## src/rtl/br_stat_pkg.sv

```systemverilog
// Shared constants for the branch-statistics counter block: register map,
// CTRL/STATUS bit positions and the default counter width.
package br_stat_pkg;

  localparam int unsigned CNT_W_DEF = 32;

  localparam logic [2:0] A_BR_LO    = 3'd0;
  localparam logic [2:0] A_BR_HI    = 3'd1;
  localparam logic [2:0] A_HIT_LO   = 3'd2;
  localparam logic [2:0] A_HIT_HI   = 3'd3;
  localparam logic [2:0] A_MISPR_LO = 3'd4;
  localparam logic [2:0] A_MISPR_HI = 3'd5;
  localparam logic [2:0] A_CTRL     = 3'd6;
  localparam logic [2:0] A_STATUS   = 3'd7;

  localparam int unsigned CTRL_RUN = 0;
  localparam int unsigned CTRL_CLR = 1;
  localparam int unsigned STAT_RUN = 3;

  localparam int unsigned IDX_BR    = 0;
  localparam int unsigned IDX_HIT   = 1;
  localparam int unsigned IDX_MISPR = 2;

  // Upper half of a counter, zero-extended when the counter is narrower than 32.
  function automatic logic [15:0] hi16(input logic [31:0] c);
    return c[31:16];
  endfunction

endpackage

```

## src/rtl/sat_ctr.sv

```systemverilog
// Saturating event counter: holds at all-ones and flags each increment
// attempted while saturated.
module sat_ctr #(
  parameter int unsigned W = 32
) (
  input  logic         clk_i,
  input  logic         rst_i,
  input  logic         inc_i,
  input  logic         clr_i,
  output logic [W-1:0] count_o,
  output logic         sat_evt_o
);

  logic [W-1:0] cnt_q, cnt_d;
  logic         all_ones;

  assign all_ones  = &cnt_q;
  assign sat_evt_o = inc_i & all_ones;
  assign count_o   = cnt_q;

  always_comb begin
    cnt_d = cnt_q;
    if (clr_i)
      cnt_d = '0;
    else if (inc_i && !all_ones)
      cnt_d = cnt_q + W'(1);
  end

  always_ff @(posedge clk_i or posedge rst_i) begin
    if (rst_i)
      cnt_q <= '0;
    else
      cnt_q <= cnt_d;
  end

endmodule

```

## src/rtl/br_stat_ctr.sv

```systemverilog
// Branch statistics block: three saturating event counters behind a 16-bit
// register interface with HI shadows latched on LO reads.
module br_stat_ctr
  import br_stat_pkg::*;
#(
  parameter int unsigned CNT_W = CNT_W_DEF
) (
  input  logic        clk,
  input  logic        rst,
  input  logic        inc_br_cnt,
  input  logic        inc_hit_cnt,
  input  logic        inc_mispr_cnt,
  input  logic [2:0]  addr,
  input  logic        re,
  input  logic        we,
  input  logic [15:0] wdata,
  output logic [15:0] rdata,
  output logic        rd_vld
);

  logic             run_q, run_d;
  logic [2:0]       sat_q, sat_d;
  logic [15:0]      shd_q [3];
  logic [15:0]      shd_d [3];
  logic [15:0]      rdata_q, rdata_d;
  logic             rd_vld_q;

  logic [CNT_W-1:0] cnt [3];
  logic [2:0]       inc;
  logic [2:0]       evt;
  logic             wr_ctrl, wr_stat, clr;

  assign inc     = {inc_mispr_cnt, inc_hit_cnt, inc_br_cnt} & {3{run_q}};
  assign wr_ctrl = we && (addr == A_CTRL);
  assign wr_stat = we && (addr == A_STATUS);
  assign clr     = wr_ctrl && wdata[CTRL_CLR];

  sat_ctr #(.W(CNT_W)) u_br (
    .clk_i(clk), .rst_i(rst), .inc_i(inc[IDX_BR]), .clr_i(clr),
    .count_o(cnt[IDX_BR]), .sat_evt_o(evt[IDX_BR])
  );

  sat_ctr #(.W(CNT_W)) u_hit (
    .clk_i(clk), .rst_i(rst), .inc_i(inc[IDX_HIT]), .clr_i(clr),
    .count_o(cnt[IDX_HIT]), .sat_evt_o(evt[IDX_HIT])
  );

  sat_ctr #(.W(CNT_W)) u_mispr (
    .clk_i(clk), .rst_i(rst), .inc_i(inc[IDX_MISPR]), .clr_i(clr),
    .count_o(cnt[IDX_MISPR]), .sat_evt_o(evt[IDX_MISPR])
  );

  always_comb begin
    run_d = run_q;
    if (wr_ctrl)
      run_d = wdata[CTRL_RUN];
  end

  // A new saturation event wins over a same-cycle W1C; CLR wins over both.
  always_comb begin
    sat_d = sat_q;
    if (clr)
      sat_d = '0;
    else if (wr_stat)
      sat_d = (sat_q & ~wdata[2:0]) | evt;
    else
      sat_d = sat_q | evt;
  end

  always_comb begin
    for (int unsigned i = 0; i < 3; i++)
      shd_d[i] = shd_q[i];
    if (clr) begin
      for (int unsigned i = 0; i < 3; i++)
        shd_d[i] = '0;
    end else if (re) begin
      case (addr)
        A_BR_LO:    shd_d[IDX_BR]    = hi16(32'(cnt[IDX_BR]));
        A_HIT_LO:   shd_d[IDX_HIT]   = hi16(32'(cnt[IDX_HIT]));
        A_MISPR_LO: shd_d[IDX_MISPR] = hi16(32'(cnt[IDX_MISPR]));
        default:    ;
      endcase
    end
  end

  always_comb begin
    rdata_d = rdata_q;
    if (re) begin
      case (addr)
        A_BR_LO:    rdata_d = cnt[IDX_BR][15:0];
        A_BR_HI:    rdata_d = shd_q[IDX_BR];
        A_HIT_LO:   rdata_d = cnt[IDX_HIT][15:0];
        A_HIT_HI:   rdata_d = shd_q[IDX_HIT];
        A_MISPR_LO: rdata_d = cnt[IDX_MISPR][15:0];
        A_MISPR_HI: rdata_d = shd_q[IDX_MISPR];
        A_CTRL:     rdata_d = {15'b0, run_q};
        default:    rdata_d = {12'b0, run_q, sat_q};
      endcase
    end
  end

  always_ff @(posedge clk or posedge rst) begin
    if (rst) begin
      run_q    <= 1'b0;
      sat_q    <= '0;
      shd_q    <= '{default: '0};
      rdata_q  <= '0;
      rd_vld_q <= 1'b0;
    end else begin
      run_q    <= run_d;
      sat_q    <= sat_d;
      shd_q    <= shd_d;
      rdata_q  <= rdata_d;
      rd_vld_q <= re;
    end
  end

  assign rdata  = rdata_q;
  assign rd_vld = rd_vld_q;

endmodule

```

## config.mk

```make
export PLATFORM = sky130hd
export DESIGN_NAME = br_stat_ctr
export DESIGN_NICKNAME = d
export VERILOG_FILES = /design/src/rtl/br_stat_pkg.sv /design/src/rtl/sat_ctr.sv /design/src/rtl/br_stat_ctr.sv
export SDC_FILE = /design/constraint.sdc
export NUM_CORES = 1
export LEC_CHECK = 0
export ABC_AREA = 1
export CAP_MARGIN = 0
export CORE_MARGIN = 3
export CORE_UTILIZATION = 40
export CTS_CLUSTER_SIZE = 14
export DETAILED_ROUTE_END_ITERATION = 7
export GPL_TIMING_DRIVEN = 0
export PLACE_DENSITY = 0.64
export SLEW_MARGIN = 10
export SYNTH_ARGS = -nofsm -noshare
export SYNTH_HDL_FRONTEND = slang
export SYNTH_SLANG_ARGS = --single-unit
```

## constraint.sdc

```tcl
create_clock -name clk -period 7.3 [get_ports clk]
set_input_delay 1.46 -clock clk [delete_from_list [all_inputs] [get_ports clk]]
set_output_delay 1.46 -clock clk [all_outputs]
set_load 0.05 [all_outputs]
```

After elaboration in Yosys (flattened, before gate mapping):

Index checks and enable logic that the tools add are counted.

* flip-flop bits (word level): 165
* output and inout port bits: 17
* word-level logic and storage cells: 65

* add/sub/neg operators: 3
* equal/unequal tests: 7
* muxes and demuxes: 14
* bitwise operators: 8
* reductions and logical operators: 23

Operators with widths (number)
* $mux W32: 6
* $pmux W16 S7: 1
* $add A32 B1 Y32 const B: 3
* $mux W48: 2
* $reduce_and A32 Y1: 3
* $mux W16: 3
* $reduce_bool A2 Y1: 7
* $eq A3 B3 Y1 const B: 4
* $and A3 B3 Y3: 2
* $eq A3 B2 Y1 const B: 2
* $logic_and A1 B1 Y1: 6
* $mux W3: 2
* $or A3 B3 Y3: 2
* $reduce_and A2 Y1: 3
* $and A1 B1 Y1: 3
* $eq A3 B1 Y1 const B: 1
* $logic_not A1 Y1: 3
* $logic_not A3 Y1: 1
* $not A3 Y3: 1

Depth between registers and ports, before layout:

* depth in word-level cells: 5
* gate-level depth with buffers: 12
* depth with buffers taken out: 11

By module:

A second synthesis with hierarchy kept.

* cell total of the unflattened synthesis: 1567
* area total of the unflattened synthesis: 10566.4 um^2

By module, submodules not included
* sat_ctr: instances 3, cells an instance 354, area an instance 2254.7 um^2, sequential area each 800.8 um^2
* br_stat_ctr: instances 1, cells an instance 505, area an instance 3802.4 um^2, sequential area each 1726.7 um^2

Least setup slack after synthesis:

Ideal clock, no wire load.

* path type: input to register
* from: input port addr[1]
* to: register shd_q[17] (netlist bit)
* setup time: 0.133 ns
* data arrival time: 2.435 ns
* slack: 4.733 ns
* cell stages on the path: 8
* buffers on the path: 1
* cells stage by stage: inv_2 -> nor3_2 -> nand2_1 -> nor2_4 -> inv_2 -> nand2_1 -> buf_2 -> o22ai_1

* cells in the longest elaborated chain, start to end: 5
* elaborated cells between the ends (all ways): 8
* classes of those cells: 2 x eq/ne; 1 x mux; 5 x reduce/logical

RTL lines
* start: declaration: line br_stat_ctr.sv:13 `input logic [2:0] addr,`
* $eq A3 B3 Y1: line br_stat_ctr.sv:34 `assign wr_ctrl = we && (addr == A_CTRL);`
* $logic_and A1 B1 Y1: line br_stat_ctr.sv:34
* $logic_and A1 B1 Y1: line br_stat_ctr.sv:36 `assign clr = wr_ctrl && wdata[CTRL_CLR];`
* $reduce_bool A2 Y1 (no source line)
* $reduce_and A2 Y1 (no source line)
* end signal: assignment: line br_stat_ctr.sv:106 `shd_q <= '{default: '0};`
* end signal: assignment: line br_stat_ctr.sv:112 `shd_q <= shd_d;`
* end: declaration: line br_stat_ctr.sv:23 `logic [15:0] shd_q [3];`

Several ways; a longest one is shown, not always the timed one.
A chain may end at the register's enable or synchronous reset.

Worst setup path after layout:

* from: input port addr[2]
* to: register rdata_q[7], in the netlist rdata[7]

* cells in the longest elaborated chain, start to end: 2
* elaborated cells between the ends (all ways): 8
* classes of those cells: 6 x eq/ne; 1 x mux; 1 x reduce/logical

RTL lines
* $eq A3 B3 Y1, or another cell as far along: line br_stat_ctr.sv:89 `case (addr)`
* $pmux W16 S7 *: line br_stat_ctr.sv:89
* end signal: assignment: line br_stat_ctr.sv:113 `rdata_q <= rdata_d;`
* end: declaration: line br_stat_ctr.sv:25 `logic [15:0] rdata_q, rdata_d;`

Every way passes the cells marked *; elsewhere a longest branch is shown, timed or not.

==> summary.md <==
The clock reaches the later pin of the worst-skew pair after 440 ps. The largest stage delay on the critical path was 540 ps; the initial antenna violation count was 0. VDD sags by at most 146.9 uV.

The routed layout has 9673 vias. The initial cell density of the core is 0.4093. dfrtp_1 takes more of the synthesized area than any other cell.

The width of the die came out at 164.0 microns. Critical path class: in2reg. The mapped cell area is 9982 sq um. After layout, the minimum clock period comes to 3227 ps. The congestion estimate from routability-driven global placement came to 0.9593. By area, the combinational part of the netlist is dominated by simple AND/OR/NAND/NOR gates.

STA puts the critical path data required time at 7630 ps. The power density over cell area was 242.2 nW/um^2. The number of buffers created by CTS came out at 17. The clock tree synthesis step divided the H-tree into 4 levels. The min-delay analysis places its worst path in the category reg2reg. The run gives 37 as the number of distinct standard cells referenced by the synthesized netlist. The tree built by TritonCTS fans out to 165 sinks.

Fraction of the mapped netlist area in compound gates: 0.08862. The tools report the floorplan die area as 26890 sq um. The critical path goes through clkdlybuf4s50_1 -> inv_2 -> nand3_1 -> clkbuf_1 -> o22ai_1 -> a21oi_1 -> nand2_1 -> nand2_1 -> nand2_1. Setup violations remaining at the end of the flow were counted as 0. Total power for the finished layout comes to 2.738 mW. The xor/xnor cell area share of the yosys netlist was 0.02632.

A synthesized cell averages 6.898 sq um. The run gives 0.2450 as the overall fraction of global-route tracks in use. The total routed wirelength came out at 31840 microns. After floorplanning, the core was divided into 57 placement rows.

The repair_antennas step left the layout with diodes totalling 0. The portion of netlist area occupied by mux cells was 0.001003; the simple-gate portion of the synthesized area was 0.3792. The final hold violation count was 0. For the pin with the worst max-slew slack, the measured transition is 693.6 ps. In the synthesized netlist the dominant register cell turns out to be dfrtp_1.

Count of cells along the worst register-to-register path: 9. In this run the number of cells on the critical path is 9. The maximum clock insertion buffer count was 2; the post-detailed-route count of antenna-violating nets was 0.

The share of the synthesized area in the top cell type was 0.4136. The fraction of final layout cells with drive strength greater than 1 came out at 0.07952. After the first detailed-routing iteration, the DRC count stood at 878. The number of setup buffers added after CTS is 0. TritonCTS built the clock tree.

The final setup slack of the worst path came out at 4073 ps. Sorting the synthesized cells by area gives the leading types as dfrtp_1 (41%), nand2_1 (18%), nor2_1 (6.5%). STA classifies the critical path endpoint as a flip-flop. Via density per instance: 5.277.

The share of the core filled with cells in the final layout is 0.4633, and the number of flops mapped to enable cells by yosys is 0. The max-capacitance violation count was 0. Counting every net in the synthesized netlist gives 1476. The startpoint of the worst hold path was rdata[2].

Hold timing on the final database bottoms out at a slack of 484.4 ps. The tools report the startpoint of the lowest-slack register-to-register path as u_mispr.count_o[1]. The area share of fa/ha/maj cells after synthesis is 0.003760, and the final net count is 1525. The core region is 24390 sq um. Together, buffers and inverters on the worst path number 3.

The filler cells instantiated in the layout total 2501. The relative max-transition margin is 0.5359, and the register bit count reported by yosys is 165. In the final routed layout, each cell accounts on average for 17.37 microns. The worst setup path startpoint was addr[2]. The pre-CTS setup slack came out at 3663 ps.

For the final database, setup skew stands at 13.83 ps. For the highest attainable clock frequency, the log shows 309.9 MHz. For the worst setup path, the data arrival time is 3560 ps.

The maximum fanout along the worst path works out to 10. The first TritonRoute pass finished after 7 iterations. In the routed design, unresolved DRC markers number 0. The clock input transition at the sequential cells of the worst setup and hold paths was 70 ps. The final critical-path share of the clock period is 0.4421, and the detailed-placement wirelength estimate is 24010 microns. The sequential fraction of the synthesis area is 0.4136. The async set-or-reset flop fraction in the synthesized netlist is 1.000, and the maximum number of pins on one net before global-route repair is 90. The category of cells accounting for the largest share of critical-path delay is buffers and inverters. The number of placed instances, taps included came out at 1801. The tree is rooted in a clkbuf_16.

Setup repair after global routing left no endpoint under its margin. The tools report the number of top-level design ports as 43. The first global-routing pass estimated 50630 microns of wire. Among all stages on the critical path, the largest delay is contributed by clkdlybuf4s50_1. The most numerous cell type found on the critical path is nand2_1. For this run the aggregate overflow at the end of global routing stands at 0. The finished layout holds 1833 standard cells, fillers aside. After technology mapping, the gate count stands at 1447.

During placement, the flow inserted port buffers numbering 29. Hold buffer count at CTS: 0. Measured along the y axis, the die boundary spans 164.0 microns. The tools report the kind of start point of the critical path as a primary input. The logs give 0 for the total number of yosys warnings and 0 for the post-cts sizing count.

The count of pins over their slew limit was 0; the number of instances on the worst hold path was 2. The leakage component of the power was 5.224 nW; the via count of the first global-routing pass was 9112. Compared with the post-synthesis result, the final layout area differs by 13.21%. The run finished with clean final reports.
## flip-flops by register name, summed over array words and instances (netlist names)
register and flops:
rd_vld 1, rdata 16, run_q 1, sat_q 3
shd_q 48, u_br.count_o 32, u_hit.count_o 32, u_mispr.count_o 32
## cells in the mapped netlist (2+ instances only)
cell and instances:
a21oi_1 25, and2_1 2, buf_1 2, buf_2 18
buf_6 6, clkbuf_1 12, dfrtp_1 165, ha_1 3
inv_1 161, inv_2 7, nand2_1 487, nand2_2 19
nand2_4 10, nand3_1 125, nand3b_1 2, nand4_1 29
nor2_1 174, nor2_2 13, nor2_4 4, nor2_8 3
nor3_1 3, nor3_2 2, o21ai_0 35, o21ai_1 58
o22ai_1 42, xnor2_1 4, xor2_1 26
## layout by cell type (no fill, tap or decap), types with 2 or more instances in the layout
| master | instances |
|---|---|
| clkbuf_1 | 14 |
| nand3b_1 | 2 |
| o21ai_0 | 35 |
| clkbuf_8 | 2 |
| nor2_8 | 3 |
| ha_1 | 3 |
| nor2_4 | 4 |
| nor2_2 | 13 |
| clkinv_2 | 3 |
| xor2_1 | 26 |
| clkinv_4 | 4 |
| nand2_2 | 19 |
| and2_1 | 2 |
| nor3_1 | 3 |
| clkinvlp_4 | 3 |
| nand2_1 | 487 |
| buf_6 | 6 |
| dfrtp_1 | 165 |
| nand3_1 | 125 |
| nand4_1 | 29 |
| nor3_2 | 2 |
| inv_2 | 7 |
| o21ai_1 | 58 |
| a21oi_1 | 25 |
| nor2_1 | 174 |
| nand2_4 | 10 |
| buf_2 | 18 |
| inv_1 | 160 |
| bufinv_16 | 2 |
| o22ai_1 | 42 |
| buf_1 | 2 |
| clkbuf_16 | 17 |
| xnor2_1 | 4 |
| clkdlybuf4s50_1 | 29 |
## final timing paths
check | to | slack (ps)
min in group asynchronous | u_hit.count_o[10] | 1490
hold reg to reg | rdata[2] | 480
setup / recovery | rdata[7] | 4070
setup reg to reg | u_mispr.count_o[17] | 5100
hold / removal | rdata[2] | 480
max in group asynchronous | rdata[6] | 4960
## cell type report
cell class,count,area (sq um),area share
well taps,324,405.4,0.03587
inverters,169,643.1,0.05691
flip-flops and latches,165,4129,0.3654
clock inverters,11,127.6,0.01129
repair buffers,30,317.8,0.02812
multi-input cells,1073,4980,0.4407
clock buffers,21,460.4,0.04074
plain buffers,40,237.7,0.02104
## where the power goes
part / internal, mW / leakage (nW) / total (mW) / switching, mW
clock network: 0.523 / 0.279 / 0.915 / 0.392
registers: 1.06 / 2.24 / 1.22 / 0.158
logic: 0.205 / 2.70 / 0.604 / 0.400
total: 1.79 / 5.22 / 2.74 / 0.951
## kinds of logic after synthesis
| kind of cell | count (synthesis) |
|---|---|
| simple gates | 875 |
| mux | 1 |
| xor+xnor | 30 |
| buf+inv | 209 |
| compound gates | 164 |
| flops | 165 |
| fa+ha+maj | 3 |
## worst reg2reg max path, delay by kind of cell (launching register included)
| family | cells | cell delay [ps] |
|---|---|---|
| AOI/OAI and AO/OA | 1 | 370 |
| adders and majority gates | 1 | 230 |
| buffers and inverters | 1 | 440 |
| DFF | 1 | 400 |
| and+or+nand+nor | 6 | 710 |
## layer usage
layer	vias up	GRT usage	share of wire
met5	-	0	0
met4	0	0.08151	0.025
met3	55	0.03834	0.071
met2	347	0.3719	0.44
met1	4573	0.3571	0.46
li1	4698	-	-
## through the flow
step                TNS (ps)  instance area, sq um
floorplan                  0                  9982
global placement     -212890                 10680
detailed placement         0                 10710
CTS                        0                 11300
global route               0                 11300
finish                     0                 11300
Power figures use the tool's default switching activity.
==> patch (config.mk and constraints unchanged) <==
Remove the register `rd_vld_q`: a continuous assignment takes its place, so the output `rd_vld` follows one clock earlier.
--- a/src/rtl/br_stat_ctr.sv
+++ b/src/rtl/br_stat_ctr.sv
@@ -107,3 +107,2 @@
       rdata_q  <= '0;
-      rd_vld_q <= 1'b0;
     end else begin
@@ -113,5 +112,6 @@
       rdata_q  <= rdata_d;
-      rd_vld_q <= re;
     end
   end
+
+  assign rd_vld_q = re;
 
Check against the original RTL: not equivalent (a bounded check fails within 4 cycles, from zero or initial values and one cycle with rst high).
==> patch against the original RTL <==
Maximum frequency down 28%; count of clock-buffer cells in the layout decreased by 3; setup slack worse by 1.3 ns; combinational power barely moved; non-clock buffer count rose by 1; clock skew hardly changed; clock power up 7.2%; cell area grew 0.20%; critical path depth fell by 6; synthesized area is 0.18% lower; total power up 2.2%; wire length shrank 0.41%; sequential cell count decreased by 1; critical path type is now in2out; largest power group unchanged.
==> patch: results (changes against the original RTL) <==
FINALWEIGHTEDCONGESTION=0.9429  # -1.7%
GROUTE.LAYER.MET1.USAGE=0.3640  # +0.006923
MIN_PERIOD_NS=4.499  # +1.272 ns
YS_SEQ_AREA_FRAC=0.4119  # -0.001784
MET3_LENGTH_MICRONS=2420  # +7.7%
SYNTH_COMMON_CELLS='nand2_1, nor2_1, dfrtp_1, inv_1, nand3_1'
SETUP.REG_TO_REG.WORST_SLACK_NS=5.12  # +0.02 ns
GRT_FIRST_PASS_WIRELENGTH_MICRONS=51290  # +1.3%
VIA_PER_INST=5.263  # -0.27%
TIMING.CRITICAL_PATH.SLOWEST_CELL_DELAY_NS=0.79  # +0.25 ns
CRITICAL_R2R_CAPTURE='u_mispr.count_o[22]'
ROUTED_MET2_LENGTH_MICRONS=14150  # +0.98%
NUM-FILL-CELLS=2540  # +1.6%
SYNTH.TOP_CELLS.BY_AREA='dfrtp_1, nand2_1, nor2_1'
OUTCOME='finished, final reports clean'
DETAIL_ROUTE.FIRST_PASS.ITERATIONS=6  # -1
HPWLAFTERDP_MICRONS=24070  # +0.26%
DP_SLACK_NS=2.816  # -0.8469 ns
VDD_DROP_MAX_uV=147.8  # +0.61%
DRT-INITIAL-DRC-COUNT=1099  # +25%
M1WIRELENGTH_MICRONS=14610  # -1.1%
GRTUSAGEMET2=0.3751  # +0.003208
MAX_SLEW_MARGIN=0.5419  # +0.006009
FINALCLOCKSKEW_NS=0.01416  # +0.0003306 ns
POWER.STATIC_LEAKAGE_uW=0.005247  # +0.44%
==> patch: worst min-delay path by stage <==
stage          startpoint   endpoint  slack (ns)  cells after the start
5_1_grt          rdata[1]   rdata[1]        0.52                      2
2_1_floorplan   shd_q[40]  shd_q[40]        0.47                      2
3_5_place_dp     rdata[3]   rdata[3]        0.47                      2
3_3_place_gp    rdata[14]  rdata[14]        0.47                      2
6_report         rdata[1]   rdata[1]        0.49                      2
4_1_cts          rdata[1]   rdata[1]        0.50                      2
==> patch: where the power goes <==
group          internal, uW  total (uW)  switching (uW)
sequential             1050        1210             160
clock                   560         981             421
combinational           205         605             400
total                  1820        2800             980
==> patch: logic make-up after synthesis <==
family	synth area share
simple gates	0.3798
fa+ha+maj	0.003767
buf+inv	0.08840
flops	0.4119
compound gates	0.08878
mux	0.001005
xor+xnor	0.02637
==> patch: final cells by class <==
cell class                      count  area (sq um)  share of cell area
Buffer                             41         245.2             0.02166
Clock buffer                       18         439.2             0.03878
Clock inverter                     14         188.9             0.01669
Inverter                          169         643.1             0.05680
Multi-Input combinational cell   1073          4980              0.4398
Sequential cell                   164          4104              0.3624
Tap cell                          324         405.4             0.03580
Timing Repair Buffer               30         317.8             0.02807
==> patch: stage by stage <==
| step | total power [uW] | utilization | hold WS (ns) | instance area (sq um) | TNS (ns) |
|---|---|---|---|---|---|
| 2_1_floorplan | 1609 | - | 0.4690 | 9965 | 0 |
| 3_3_place_gp | 1808 | 0.4371 | 0.4706 | 10660 | -205.21 |
| 3_5_place_dp | 1823 | 0.4385 | 0.4665 | 10700 | 0 |
| 4_1_cts | 2806 | 0.4642 | 0.4979 | 11320 | 0 |
| 5_1_grt | 2943 | 0.4642 | 0.5235 | 11320 | 0 |
| 6_report | 2799 | 0.4642 | 0.4940 | 11320 | 0 |
